`src/rtl/shift_register_ram.sv`:
```
`default_nettype none
// ============================================================================
// Module   : shift_register_ram
// Purpose  : Simple dual-port synchronous RAM backing the shift_register
//            delay line. If the read and write addresses collide on the same
//            edge, the read returns the old contents. The read data is
//            registered and has no reset.
// Ports    : clk    - rising-edge clock
//            we     - write enable
//            waddr  - write address
//            wdata  - write data
//            re     - read enable; rdata holds when this is low
//            raddr  - read address
//            rdata  - registered read data
// Revision : 1.0 - initial release
// ============================================================================
module shift_register_ram #(
  parameter int DEPTH = 8,
  parameter int WIDTH = 8
) (
  input  logic                                     clk,
  input  logic                                     we,
  input  logic [((DEPTH > 1) ? $clog2(DEPTH) : 1)-1:0] waddr,
  input  logic [WIDTH-1:0]                         wdata,
  input  logic                                     re,
  input  logic [((DEPTH > 1) ? $clog2(DEPTH) : 1)-1:0] raddr,
  output logic [WIDTH-1:0]                         rdata
);

  logic [WIDTH-1:0] r_mem [DEPTH];

  // Non-blocking semantics give read-before-write on an address collision.
  always_ff @(posedge clk) begin
    if (re) begin
      rdata <= r_mem[raddr];
    end
    if (we) begin
      r_mem[waddr] <= wdata;
    end
  end

endmodule
`default_nettype wire

```
`src/rtl/shift_register.sv`:
```
`default_nettype none
// ============================================================================
// Module   : shift_register
// Purpose  : Fixed-depth, clock-enable-gated delay line built on a circular
//            RAM buffer. A word entered on an enabled edge appears on
//            shiftout right after the SIZE-th following enabled edge.
//            Output stays zero until SIZE fresh words have been written.
// Ports    : CLK      - rising-edge clock
//            reset    - synchronous reset, active low
//            CLK_en   - shift enable (one shift per enabled edge)
//            shiftin  - word entering the delay line
//            shiftout - registered word leaving the delay line
// Revision : 1.0 - initial release
// ============================================================================
module shift_register #(
  parameter int SIZE  = 8,
  parameter int WIDTH = 8
) (
  input  logic             CLK,
  input  logic             reset,
  input  logic             CLK_en,
  input  logic [WIDTH-1:0] shiftin,
  output logic [WIDTH-1:0] shiftout
);

  localparam int PTR_W  = (SIZE > 1) ? $clog2(SIZE) : 1;
  localparam int FILL_W = $clog2(SIZE + 1);

  logic [PTR_W-1:0]  r_ptr;
  logic [FILL_W-1:0] r_fill;
  logic              r_primed;
  logic              r_out_valid;
  logic              w_shift;
  logic [WIDTH-1:0]  w_rdata;

  // Gating with reset keeps the RAM and its read register untouched while
  // reset is asserted, even if CLK_en is unknown.
  assign w_shift = CLK_en & reset;

  shift_register_ram #(
    .DEPTH (SIZE),
    .WIDTH (WIDTH)
  ) u_ram (
    .clk   (CLK),
    .we    (w_shift),
    .waddr (r_ptr),
    .wdata (shiftin),
    .re    (w_shift),
    .raddr (r_ptr),
    .rdata (w_rdata)
  );

  always_ff @(posedge CLK) begin
    if (!reset) begin
      r_ptr       <= '0;
      r_fill      <= '0;
      r_primed    <= 1'b0;
      r_out_valid <= 1'b0;
    end else if (CLK_en) begin
      r_ptr <= (r_ptr == PTR_W'(SIZE - 1)) ? '0 : r_ptr + PTR_W'(1);
      if (r_fill != FILL_W'(SIZE)) begin
        r_fill <= r_fill + FILL_W'(1);
      end
      // primed means every entry has been written since reset, so the
      // read issued on this same edge returns a fresh word.
      if (r_fill == FILL_W'(SIZE - 1)) begin
        r_primed <= 1'b1;
      end
      r_out_valid <= r_primed;
    end
  end

  // Both operands are registers, so shiftout only changes on CLK.
  // The mask hides unwritten or stale RAM contents after reset.
  assign shiftout = r_out_valid ? w_rdata : '0;

endmodule
`default_nettype wire

```
`config.mk`:
```
export PLATFORM = sky130hd
export DESIGN_NAME = shift_register
export DESIGN_NICKNAME = d
export VERILOG_FILES = /design/src/rtl/shift_register_ram.sv /design/src/rtl/shift_register.sv
export SDC_FILE = /design/constraint.sdc
export NUM_CORES = 1
export LEC_CHECK = 0
export ABC_AREA = 1
export BUFFER_PORTS_ARGS = -buffer_cell sky130_fd_sc_hd__buf_2
export CAP_MARGIN = 10
export CORE_ASPECT_RATIO = 0.7
export CORE_MARGIN = 4
export CORE_UTILIZATION = 30
export CTS_CLUSTER_DIAMETER = 30
export DETAILED_ROUTE_END_ITERATION = 16
export MAX_ROUTING_LAYER = met4
export SYNTH_ARGS = -nofsm -noshare
export SYNTH_HDL_FRONTEND = slang
export SYNTH_SLANG_ARGS = --single-unit
```
`constraint.sdc`:
```
create_clock -name CLK -period 2.1 [get_ports CLK]
set_input_delay 0.21 -clock CLK [delete_from_list [all_inputs] [get_ports CLK]]
set_output_delay 0.21 -clock CLK [all_outputs]
set_load 0.02 [all_outputs]
```
# --- After elaboration in Yosys (flattened, before gate mapping) ---
# Memories as Yosys holds them, arrays and structs flattened. A register that Yosys moved wholly into a read port is not among the register bits.
# Cells that the tools add are included.
word_totals:
  in_bits: 11
  ramBits: 64
  ff_bits: 9
  mem_count: 1
op_classes:
  n_addsub: 2
  n_reduce_logical: 2
  muxes: 4
  bitwise_logic: 1
  eq_ne: 3
mem_list:
  columns: ["name", "depth", "word_bits", "rd", "rd_clocked_by_memory_dff", "wr", "line_no", "text"]
  rows:
  - ["u_ram.r_mem", 8, 8, 1, 1, 1, "shift_register_ram.sv:30", "logic [WIDTH-1:0] r_mem [DEPTH];"]
ops:
  columns: ["operator", "count"]
  rows:
  - ["$mux 8", 1]
  - ["$add 4x1->4 const B", 1]
  - ["$eq 4x3->1 const B", 1]
  - ["$ne 4x4->1 const B", 1]
  - ["$reduce_and 2->1", 2]
  - ["$add 3x1->3 const B", 1]
  - ["$eq 3x3->1 const B", 1]
  - ["$mux 3", 1]
  - ["$mux 1", 2]
  - ["$and 1x1->1", 1]

# --- Depth between registers and ports, before layout ---
# Gate-level depths: netlist of run 1.
logic_depth:
  depth_word: 3
  depth_mapped: 8
  ltp_nobuf: 7

# --- Hierarchy ---
# A second synthesis of run 1 with hierarchy kept.
hier_totals:
  cells_unflattened: 377
  hier_area_um2: 3633.5
modules_own_cells:
  columns: ["module", "cells_each", "area_per_inst_um2", "n_inst", "seq_area_each_um2"]
  rows:
  - ["shift_register_ram", 303, 3130.5, 1, 2162.1]
  - ["shift_register", 74, 503.0, 1, 180.2]

# --- Least setup slack after synthesis of run 1 ---
# OpenSTA, ideal clock, no wires.
synth_timing:
  kind: "register to register"
  start: "reg r_ptr[1]"
  end: "mem u_ram.r_mem[5][0], enable pin"
  setup_ns: 0.395
  setup_slack_ns: 0.160
  arrival_ns: 1.546
  t_required_ns: 1.705
  path_stages_with_launch: 4
  path_cell_list: "dfxtp_1 buf_4 buf_2 nor4_1"
synth_lines:
  columns: ["element", "line_no", "text"]
  rows:
  - ["start: declaration", "shift_register.sv:29", "logic [PTR_W-1:0] r_ptr;"]
  - ["start signal: assignment", "shift_register.sv:60", "r_ptr <= (r_ptr == PTR_W'(SIZE - 1)) ? '0 : r_ptr + PTR_W'(1);"]
  - ["end: declaration", "shift_register_ram.sv:30", null]
# Straight into the memory's write port.

==> impl_metrics.env, run 1 <==
export IMPL_status="complete, no violations"
export IMPL_clk_pin_slew_worst_paths_ps=60
export IMPL_synth_top_cell_by_area="edfxtp_1"
export IMPL_combPwrFrac_pct=8.0
export IMPL_die_w_um=136.3
export IMPL_globalplace_congestion=0.8274
export IMPL_skew_ps=3.857
export IMPL_drtIter0Drc=164
export IMPL_synthDistinctLibCells=19
export IMPL_post_cts_buffers=0
export IMPL_routedWlPerCell_um=13.65
export IMPL_syn2layout_area_growth_pct=14.45
export IMPL_setup_tns_ps=0
export IMPL_synth_async_sr_flop_share_pct=0
export IMPL_core_mm2=0.01113
export IMPL_netlist_instances=322
export IMPL_n_fill_cell=1134
export IMPL_synth_edff_count=72
export IMPL_synth_nets=337
export IMPL_ys_ff_latch=81
export IMPL_via_per_inst=4.473
export IMPL_gr_total_overflow=0
export IMPL_ys_top_cells_by_area="edfxtp_1 (63%), nand2_1 (15%), dfxtp_1 (5.2%)"
export IMPL_clockBufferDepth=2
export IMPL_placed_area_mm2=0.003701
export IMPL_leakage_nw=1.634
export IMPL_ff_latch_area_mm2=0.002342
export IMPL_setup_viol=0
export IMPL_met1_usage_pct=17.02
export IMPL_worst_pin_slew_ps=544.4
export IMPL_path_max_fanout=27
export IMPL_grt_pass1_vias=2148
export IMPL_yosys_warnings=0
export IMPL_die_y_um=97.78
export IMPL_ant_nets=0
export IMPL_grt_pass1_wl_um=11310
export IMPL_drive_above_1_share_pct=12.86
export IMPL_finalMaxSlewViolations=0
export IMPL_crit_path_end_kind="flip-flop"
export IMPL_yosysTopAreaCellShare_pct=62.59
export IMPL_rows=32
export IMPL_postCtsHoldBufs=0
export IMPL_cts_htree_levels=3
export IMPL_ys_seq_area_share_pct=67.80
export IMPL_rsz0062_at_grt="false"
export IMPL_ir_drop_v=0.0004959
export IMPL_required_ps=2170
export IMPL_finalNetCount=361
export IMPL_dominantRegCellSynth="edfxtp_1"
export IMPL_grt_max_degree=40
export IMPL_arrival_ps=1730
export IMPL_seq_power_share_pct=53.1
export IMPL_gr_usage_all_layers_pct=11.64
export IMPL_worstSetupPathType="flip-flop to flip-flop"
export IMPL_worstHoldPathType="input pin to flip-flop"
export IMPL_grt_antenna_before_repair=0
export IMPL_drc=0
export IMPL_ios=19
export IMPL_cts_sinks=81
export IMPL_start_util_pct=31.04
export IMPL_cts_buffers=9
export IMPL_switching_share_pct=22.62
export IMPL_post_route_period_util_pct=78.73
export IMPL_fmax_mhz=604.8
export IMPL_layout_min_cycle_time_ps=1653
export IMPL_synth_most_common_cell="nand2_1"
export IMPL_grtUsageMet3_pct=3.862
export IMPL_place_detailed_hpwl_um=4431
export IMPL_wl_um=6865
export IMPL_cap_violations=0
export IMPL_multiInputGateArea_um2=902.1
export IMPL_grt_busiest_layer="met1"
export IMPL_cp_start_kind="flip-flop"
export IMPL_switching_power_w=0.0007765
export IMPL_cts_tree="yes"
export IMPL_synth_avg_cell_area_um2=10.73
export IMPL_relSlewSlack_pct=63.66
export IMPL_pwr_density_cell_mw_per_mm2=868.1
export IMPL_final_area_mm2=0.003954
export IMPL_root_buffer="clkbuf_16"
export IMPL_die_area_mm2=0.01332
export IMPL_clock_latency_ps=330
export IMPL_cts_resized=0
export IMPL_grt_use_met2_pct=15.02
export IMPL_via_count=2250
export IMPL_netlist_area_mm2=0.003455
export IMPL_power_internal_w=0.002656
export IMPL_place_port_buffers=18
export IMPL_post_route_util_pct=35.52
export IMPL_insertedDiodeCount=0
export IMPL_hold_violations=0
export IMPL_power_clock_fraction_pct=38.9
export IMPL_drt_pass1_iter_count=4
export IMPL_synth_common_cells="nand2_1 (136), edfxtp_1 (72), nand4_1 (25)"
worst max-delay path, cell delays in order (launching register included):
cell and delay [ps]:
dfxtp_1 660, inv_2 130, buf_4 250, nand4_1 100, nand2_1 60, nor2_1 100, nand2_1 90
sequential cells by signal, summed over array words and instances (netlist names):
signal,flops
r_primed,1
r_ptr,3
u_ram.rdata,8
r_fill,4
u_ram.r_mem,64
r_out_valid,1
cell families after synthesis:
family | count (synthesis) | synth area share [%]
DFF | 81 | 67.80
and+or+nand+nor | 188 | 22.96
xor gates and xnor gates | 1 | 0.2536
adders and majority gates | 4 | 1.449
AOI/OAI and AO/OA | 10 | 1.449
buffers and inverters | 38 | 6.085
layout by cell type, fill, tap and decap left out, drive strengths merged, types with 4 or more instances in the layout:
master / count
a21oi: 4
buf: 31
clkbuf: 10
clkinv: 4
dfxtp: 9
edfxtp: 72
ha: 4
inv: 20
nand2: 136
nand4: 25
nor2: 15
nor4: 8
o21ai: 6
final cells by class:
| cell class | count | area share, % |
|---|---|---|
| Clock buffer | 10 | 5.791 |
| Timing Repair Buffer | 31 | 4.747 |
| Inverter | 20 | 1.962 |
| Clock inverter | 5 | 0.6013 |
| Multi-Input combinational cell | 203 | 22.82 |
| Sequential cell | 81 | 59.24 |
| Tap cell | 153 | 4.842 |
power by group through the flow:
stage          combinational [W]  clock, W  sequential, W
2_1_floorplan           0.000204         0        0.00185
3_3_place_gp            0.000269         0        0.00185
3_5_place_dp            0.000277         0        0.00185
4_1_cts                 0.000277   0.00138        0.00182
5_1_grt                 0.000318   0.00145        0.00182
6_report                0.000275   0.00134        0.00182
path summary, 6_finish.rpt:
path / from / slack [ps] / endpoint / depth (start not counted)
min reg2reg: r_primed$_SDFFE_PN0P_ / 480 / r_primed$_SDFFE_PN0P_ / 2
min: shiftin[1] / 170 / u_ram.r_mem[6][1]$_DFFE_PP_ / 1
max: r_ptr[2]$_SDFFE_PN0P_ / 450 / u_ram.rdata[5]$_DFFE_PP_ / 6
max reg2reg: r_ptr[2]$_SDFFE_PN0P_ / 450 / u_ram.rdata[5]$_DFFE_PP_ / 6
through the flow:
| step | hold WS [ps] | std cells | total power, W | worst slack, ps |
|---|---|---|---|---|
| finish | 172.2 | 503 | 0.003432 | 446.7 |
| CTS | 169.2 | 503 | 0.003479 | 478.4 |
| global placement | 435.5 | 488 | 0.002122 | 539.1 |
| floorplan | 308.9 | 322 | 0.002050 | 159.6 |
| detailed placement | 486.1 | 488 | 0.002131 | 492.9 |
| global route | 176.1 | 503 | 0.003594 | 319.1 |
per-layer routing:
layer  wire [µm]  part of all wire, %
met5           0                    0
met4          46                 0.67
met1        3527                   51
met3         583                  8.5
met2        2707                   39
Note: power is estimated with default switching activity, not from simulation.
==> run 2, diff against run 1 <==
==> constraint.sdc (replaced) <==
create_clock -name CLK -period 1.3 [get_ports CLK]
set_input_delay 0.13 -clock CLK [delete_from_list [all_inputs] [get_ports CLK]]
set_output_delay 0.13 -clock CLK [all_outputs]
set_load 0.02 [all_outputs]
==> run 2 against run 1 <==
  * The flow now finishes with violations (setup timing)
  * Total power up 78%
  * Sequential power up 62%
  * Critical path depth down 2
  * Clock power up 84%
  * Critical path type unchanged
  * Largest power group unchanged
==> impl_metrics.env, run 2 (synthesized netlist as in run 1, its figures left out) <==
export IMPL_drc=0
export IMPL_clock_latency_ps=340
export IMPL_layout_min_cycle_time_ps=1355
export IMPL_worstSetupPathType="flip-flop to flip-flop"
export IMPL_mostFrequentLayoutCells="nand2_1 (130), edfxtp_1 (72), nand4_1 (25), buf_4 (25), buf_2 (18)"
export IMPL_pwr_density_cell_mw_per_mm2=1337
export IMPL_path_cells="buf_8 -> buf_12 -> nor4_4 -> buf_6"
export IMPL_cp_start_kind="flip-flop"
export IMPL_gr_total_overflow=0
export IMPL_n_fill_cell=1089
export IMPL_fin_ws_ps=-55.33
export IMPL_rows=32
export IMPL_via_count=2469
export IMPL_relSlewSlack_pct=75.78
export IMPL_finalMaxSlewViolations=0
export IMPL_drive_above_1_share_pct=26.63
export IMPL_multiInputGateArea_mm2=0.001050
export IMPL_die_w_um=136.3
export IMPL_grt_pass1_wl_um=12500
export IMPL_grt_pass1_vias=2340
export IMPL_setup_tns_ps=-1058
export IMPL_rr_worst_depth=4
export IMPL_via_per_inst=4.606
export IMPL_cts_sinks=81
export IMPL_core_mm2=0.01113
export IMPL_gr_usage_all_layers_pct=12.91
export IMPL_syn2layout_area_growth_pct=32.20
export IMPL_cp_top_family="buffers and inverters"
export IMPL_clockBufferDepth=2
export IMPL_worstHoldPathType="input pin to flip-flop"
export IMPL_cts_htree_levels=3
export IMPL_mostFrequentLayoutCell="nand2_1"
export IMPL_cts_buffers=9
export IMPL_die_area_mm2=0.01332
export IMPL_finalPower_w=0.006108
export IMPL_die_y_um=97.78
export IMPL_hold_depth=1
export IMPL_clk_pin_slew_worst_paths_ps=60
export IMPL_reg_top3="u_ram.r_mem (64), u_ram.rdata (8), r_fill (4)"
export IMPL_rsz0062_at_grt="true"
export IMPL_status="finished, violations left"
export IMPL_violations="setup timing"
export IMPL_wl_um=8049
export IMPL_cts_tree="yes"
export IMPL_critPathBufInv=3
export IMPL_grt_max_degree=22
export IMPL_post_route_util_pct=41.03
export IMPL_arrival_ps=1410
export IMPL_required_ps=1350
export IMPL_min_from="shiftin[0]"
export IMPL_r2r_end="u_ram.r_mem[4][0]$_DFFE_PP_"
export IMPL_globalplace_congestion=0.8880
export IMPL_ios=19
export IMPL_rrSetupSlack_ps=-60
export IMPL_worst_pin_slew_ps=363.0
export IMPL_path_max_fanout=8
export IMPL_grt_antenna_before_repair=0
export IMPL_whs_endpoint="u_ram.r_mem[1][0]$_DFFE_PP_"
export IMPL_ff_latch_area_mm2=0.002357
export IMPL_skew_ps=6.146
export IMPL_hold_violations=0
export IMPL_slowest_delay_ps=360
export IMPL_ant_nets=0
export IMPL_root_buffer="clkbuf_16"
export IMPL_insertedDiodeCount=0
export IMPL_ir_drop_v=0.0006536
export IMPL_fmax_mhz=737.8
export IMPL_leakage_nw=1.890
export IMPL_finalNetCount=393
export IMPL_crit_path_end_kind="flip-flop"
export IMPL_crit_slowest_cell="dfxtp_4"
export IMPL_place_ws_ps=-83.54
export IMPL_largest_reg_flops=64
export IMPL_place_detailed_hpwl_um=5491
export IMPL_drtIter0Drc=131
export IMPL_setup_viol=36
export IMPL_start_util_pct=31.04
export IMPL_largest_register="u_ram.r_mem"
export IMPL_r2r_start="r_ptr[0]$_SDFFE_PN0P_"
export IMPL_routedWlPerCell_um=15.02
export IMPL_cap_violations=0
export IMPL_place_port_buffers=18
export IMPL_post_route_period_util_pct=104.3
export IMPL_drt_pass1_iter_count=4
==> run 2: final cells by class <==
class                      count  area share, %
multi-input combinational    203          22.99
timing repair buffer          63          13.01
sequential                    81          51.62
inverter                      20          1.863
tap                          153          4.192
clock buffer                  11          5.096
clock inverter                 5          1.233
==> run 2: timing repair <==
action                                 4_1_cts  5_1_grt
hold buffers                                 0        0
setup endpoints to repair                   71       74
pin swaps                                    3       13
buffers inserted                             7        4
gates cloned                                 0        2
endpoints found under the hold margin        0        0
gates resized for setup                     13       21
==> run 2: worst max-delay path by stage <==
| stage | from | to | slack (ps) | cells past startpoint |
|---|---|---|---|---|
| floorplan | r_ptr[1]$_SDFFE_PN0P_ | u_ram.r_mem[2][0]$_DFFE_PP_ | -150 | 4 |
| global placement | r_ptr[0]$_SDFFE_PN0P_ | u_ram.r_mem[6][0]$_DFFE_PP_ | -60 | 4 |
| detailed placement | r_ptr[0]$_SDFFE_PN0P_ | u_ram.r_mem[6][3]$_DFFE_PP_ | -80 | 4 |
| CTS | r_ptr[2]$_SDFFE_PN0P_ | u_ram.r_mem[0][2]$_DFFE_PP_ | -70 | 3 |
| global route | r_ptr[1]$_SDFFE_PN0P_ | u_ram.r_mem[1][1]$_DFFE_PP_ | -90 | 3 |
| finish | r_ptr[0]$_SDFFE_PN0P_ | u_ram.r_mem[4][0]$_DFFE_PP_ | -60 | 4 |
==> run 2: metrics by stage <==
step	hold slack, ps	instances	cell area, µm²
6_report	114.7	536	4567
5_1_grt	124.2	536	4567
3_3_place_gp	439.6	507	4041
4_1_cts	114.1	530	4423
3_5_place_dp	464.5	507	4041
2_1_floorplan	228.9	322	3610
==> run 2: layer usage <==
layer / vias to the layer above / track usage [%] / wire length (µm)
met1: 1173 / 18.33 / 3863
li1: 1207 / - / -
met3: 8 / 4.119 / 704
met2: 81 / 17.73 / 3396
met4: 0 / 3.563 / 85
met5: - / - / 0
==> run 2: power by group <==
group | internal [W] | switching [W]
clock | 0.00148 | 0.000973
combinational | 0.000290 | 0.000415
sequential | 0.00291 | 0.0000372
total | 0.00468 | 0.00143
==> run 3, diff against run 2 <==
--- a/config.mk
+++ b/config.mk
@@ -5,7 +5,6 @@
 export SDC_FILE = /design/constraint.sdc
 export NUM_CORES = 1
 export LEC_CHECK = 0
-export ABC_AREA = 1
 export BUFFER_PORTS_ARGS = -buffer_cell sky130_fd_sc_hd__buf_2
 export CAP_MARGIN = 10
 export CORE_ASPECT_RATIO = 0.7
==> run 3 against run 2 <==
  * The run still ends with setup timing left
  * Count of clock-buffer cells in the layout is 2 lower
  * Maximum frequency is 12% lower
  * Worst setup slack worse by 180 ps
  * Final cell count is 18% lower
  * Die area is 4.9% lower
  * Critical path type unchanged
  * Critical endpoint is now u_ram.rdata[4]$_DFFE_PP_
==> impl_metrics.env, run 3 <==
export IMPL_status="finished, violations left"
export IMPL_violations="setup timing"
export IMPL_rows=31
export IMPL_via_count=1970
export IMPL_worst_pin_slew_ps=297.4
export IMPL_drt_pass1_iter_count=4
export IMPL_finalMaxSlewViolations=0
export IMPL_largest_reg_flops=64
export IMPL_fin_ws_ps=-237.5
export IMPL_path_max_fanout=6
export IMPL_met1_usage_pct=17.28
export IMPL_die_area_mm2=0.01267
export IMPL_worstHoldPathType="input pin to flip-flop"
export IMPL_rsz0062_at_grt="true"
export IMPL_layout_min_cycle_time_ps=1538
export IMPL_start_util_pct=31.14
export IMPL_yosys_warnings=0
export IMPL_arrival_ps=1630
export IMPL_ios=19
export IMPL_setup_viol=65
export IMPL_synthDistinctLibCells=36
export IMPL_grt_pass1_vias=1931
export IMPL_cap_violations=0
export IMPL_synth_avg_cell_area_um2=16.04
export IMPL_pwr_density_cell_mw_per_mm2=1323
export IMPL_die_w_um=132.8
export IMPL_setup_tns_ps=-7298
export IMPL_synth_most_common_cell="edfxtp_1"
export IMPL_routedWlPerCell_um=16.24
export IMPL_cts_tree="yes"
export IMPL_placed_cells=408
export IMPL_clock_latency_ps=340
export IMPL_fmax_mhz=650.4
export IMPL_dominantRegCellSynth="edfxtp_1"
export IMPL_final_area_mm2=0.004674
export IMPL_place_port_buffers=18
export IMPL_clockBufferDepth=2
export IMPL_grt_antenna_before_repair=1
export IMPL_root_buffer="clkbuf_16"
export IMPL_netlist_area_mm2=0.003273
export IMPL_core_mm2=0.01051
export IMPL_grt_use_met2_pct=16.47
export IMPL_cts_buffers=9
export IMPL_finalPower_w=0.006185
export IMPL_ff_latch_area_mm2=0.002355
export IMPL_drtIter0Drc=138
export IMPL_ys_top_cells_by_area="edfxtp_1 (66%), dfxtp_1 (5.5%), mux2i_1 (5.2%)"
export IMPL_skew_ps=5.498
export IMPL_synth_edff_count=72
export IMPL_synth_async_sr_flop_share_pct=0
export IMPL_gr_total_overflow=0
export IMPL_worstSetupPathType="flip-flop to flip-flop"
export IMPL_drive_above_1_share_pct=45.73
export IMPL_synth_nets=219
export IMPL_reg_top3="u_ram.r_mem (64), u_ram.rdata (8), r_fill (4)"
export IMPL_largest_register="u_ram.r_mem"
export IMPL_grt_max_degree=15
export IMPL_wl_um=7176
export IMPL_multiInputGateArea_mm2=0.001032
export IMPL_r2r_start="r_ptr[0]$_SDFFE_PN0P_"
export IMPL_netlist_instances=204
export IMPL_ant_nets=0
export IMPL_mostFrequentLayoutCells="edfxtp_1 (72), buf_4 (36), buf_6 (20)"
export IMPL_mostFrequentLayoutCell="edfxtp_1"
export IMPL_place_detailed_hpwl_um=4862
export IMPL_crit_path_end_kind="flip-flop"
export IMPL_stdcell_count=442
export IMPL_ys_ff_latch=81
export IMPL_n_fill_cell=926
export IMPL_grt_busiest_layer="met1"
export IMPL_clk_pin_slew_worst_paths_ps=60
export IMPL_die_y_um=95.39
export IMPL_yosysTopAreaCellShare_pct=66.06
export IMPL_ys_seq_area_share_pct=71.56
export IMPL_hold_violations=0
export IMPL_cts_htree_levels=3
export IMPL_synth_top_cell_by_area="edfxtp_1"
export IMPL_grtUsageMet3_pct=5.169
export IMPL_via_per_inst=4.457
export IMPL_min_from="shiftin[2]"
export IMPL_finalNetCount=303
export IMPL_leakage_nw=1.678
export IMPL_synth_common_cells="edfxtp_1 (72), mux2i_1 (17), nand2_1 (15)"
export IMPL_relSlewSlack_pct=80.02
export IMPL_required_ps=1390
export IMPL_cp_start_kind="flip-flop"
export IMPL_syn2layout_area_growth_pct=42.81
export IMPL_cp_startpoint="r_ptr[0]$_SDFFE_PN0P_"
export IMPL_grt_pass1_wl_um=11000
export IMPL_placed_area_mm2=0.004056
export IMPL_gr_usage_all_layers_pct=12.47
export IMPL_post_route_period_util_pct=118.3
export IMPL_ir_drop_v=0.0006427
export IMPL_cts_sinks=81
export IMPL_drc=0
export IMPL_globalplace_congestion=0.7595
==> run 3: metrics by stage <==
| stage | setup WS [ps] | hold WS (ps) | util (%) |
|---|---|---|---|
| final | -237.5 | 67.46 | 44.47 |
| after detailed placement | -211.6 | 405.0 | 38.59 |
| after CTS | -214.3 | 49.20 | 43.39 |
| after global placement | -187.6 | 398.3 | 38.59 |
| after floorplan | -303.6 | 228.9 | - |
| after global routing | -274.5 | 64.63 | 44.47 |
==> run 3: timing repair <==
action,4_1_cts,5_1_grt
setup endpoints to repair,74,84
resized for setup,30,20
gates cloned,0,0
hold buffers,0,0
pin swaps,8,12
setup buffers,11,10
==> run 3: cell families (layout without fill, tap and decap cells) <==
kind of cell | after synthesis | in the layout | share of synthesized area, %
buffers and inverters | 15 | 104 | 2.446
flip-flops | 81 | 81 | 71.56
XOR/XNOR | 2 | 2 | 0.5353
adder cells (fa/ha/maj) | 4 | 4 | 1.529
AND/OR/NAND/NOR | 57 | 57 | 9.633
multiplexers | 24 | 24 | 9.671
other | 0 | 1 | 0
AO/OA/AOI/OAI | 21 | 21 | 4.626
==> run 3: per-layer routing <==
layer	vias to the layer above	routed length, µm	share of wire (%)
met5	-	0	0
met4	0	94	1.3
li1	955	-	-
met3	9	411	5.7
met2	41	2982	42
met1	965	3687	51
==> run 3: worst max-delay path, cell delays in order (launching register included) <==
cell and delay, ps:
dfxtp_4 420, buf_6 150, buf_12 100, mux4_2 500, nand2_2 80, nand2_1 50
==> run 3: layout make-up <==
type	instances	share of cell area, %
sequential	81	50.37
tap	148	3.961
timing repair buffer	83	16.17
antenna	1	0.05353
multi-input combinational	108	22.08
clock inverter	7	2.007
inverter	5	0.5353
clock buffer	9	4.818
==> run 3: report_power, final <==
part | leakage (nW) | total, W | switching, W | internal (W)
sequential | 0.729 | 0.00293 | 0.0000331 | 0.00290
combinational | 0.797 | 0.000591 | 0.000271 | 0.000320
clock | 0.152 | 0.00267 | 0.000987 | 0.00168
total | 1.68 | 0.00619 | 0.00129 | 0.00489
==> run 3: worst paths after layout <==
| path | end | slack, ps | depth (start not counted) |
|---|---|---|---|
| min | u_ram.r_mem[5][2]$_DFFE_PP_ | 70 | 1 |
| min reg2reg | r_primed$_SDFFE_PN0P_ | 470 | 1 |
| max reg2reg | u_ram.rdata[4]$_DFFE_PP_ | -240 | 5 |
| max | u_ram.rdata[4]$_DFFE_PP_ | -240 | 5 |
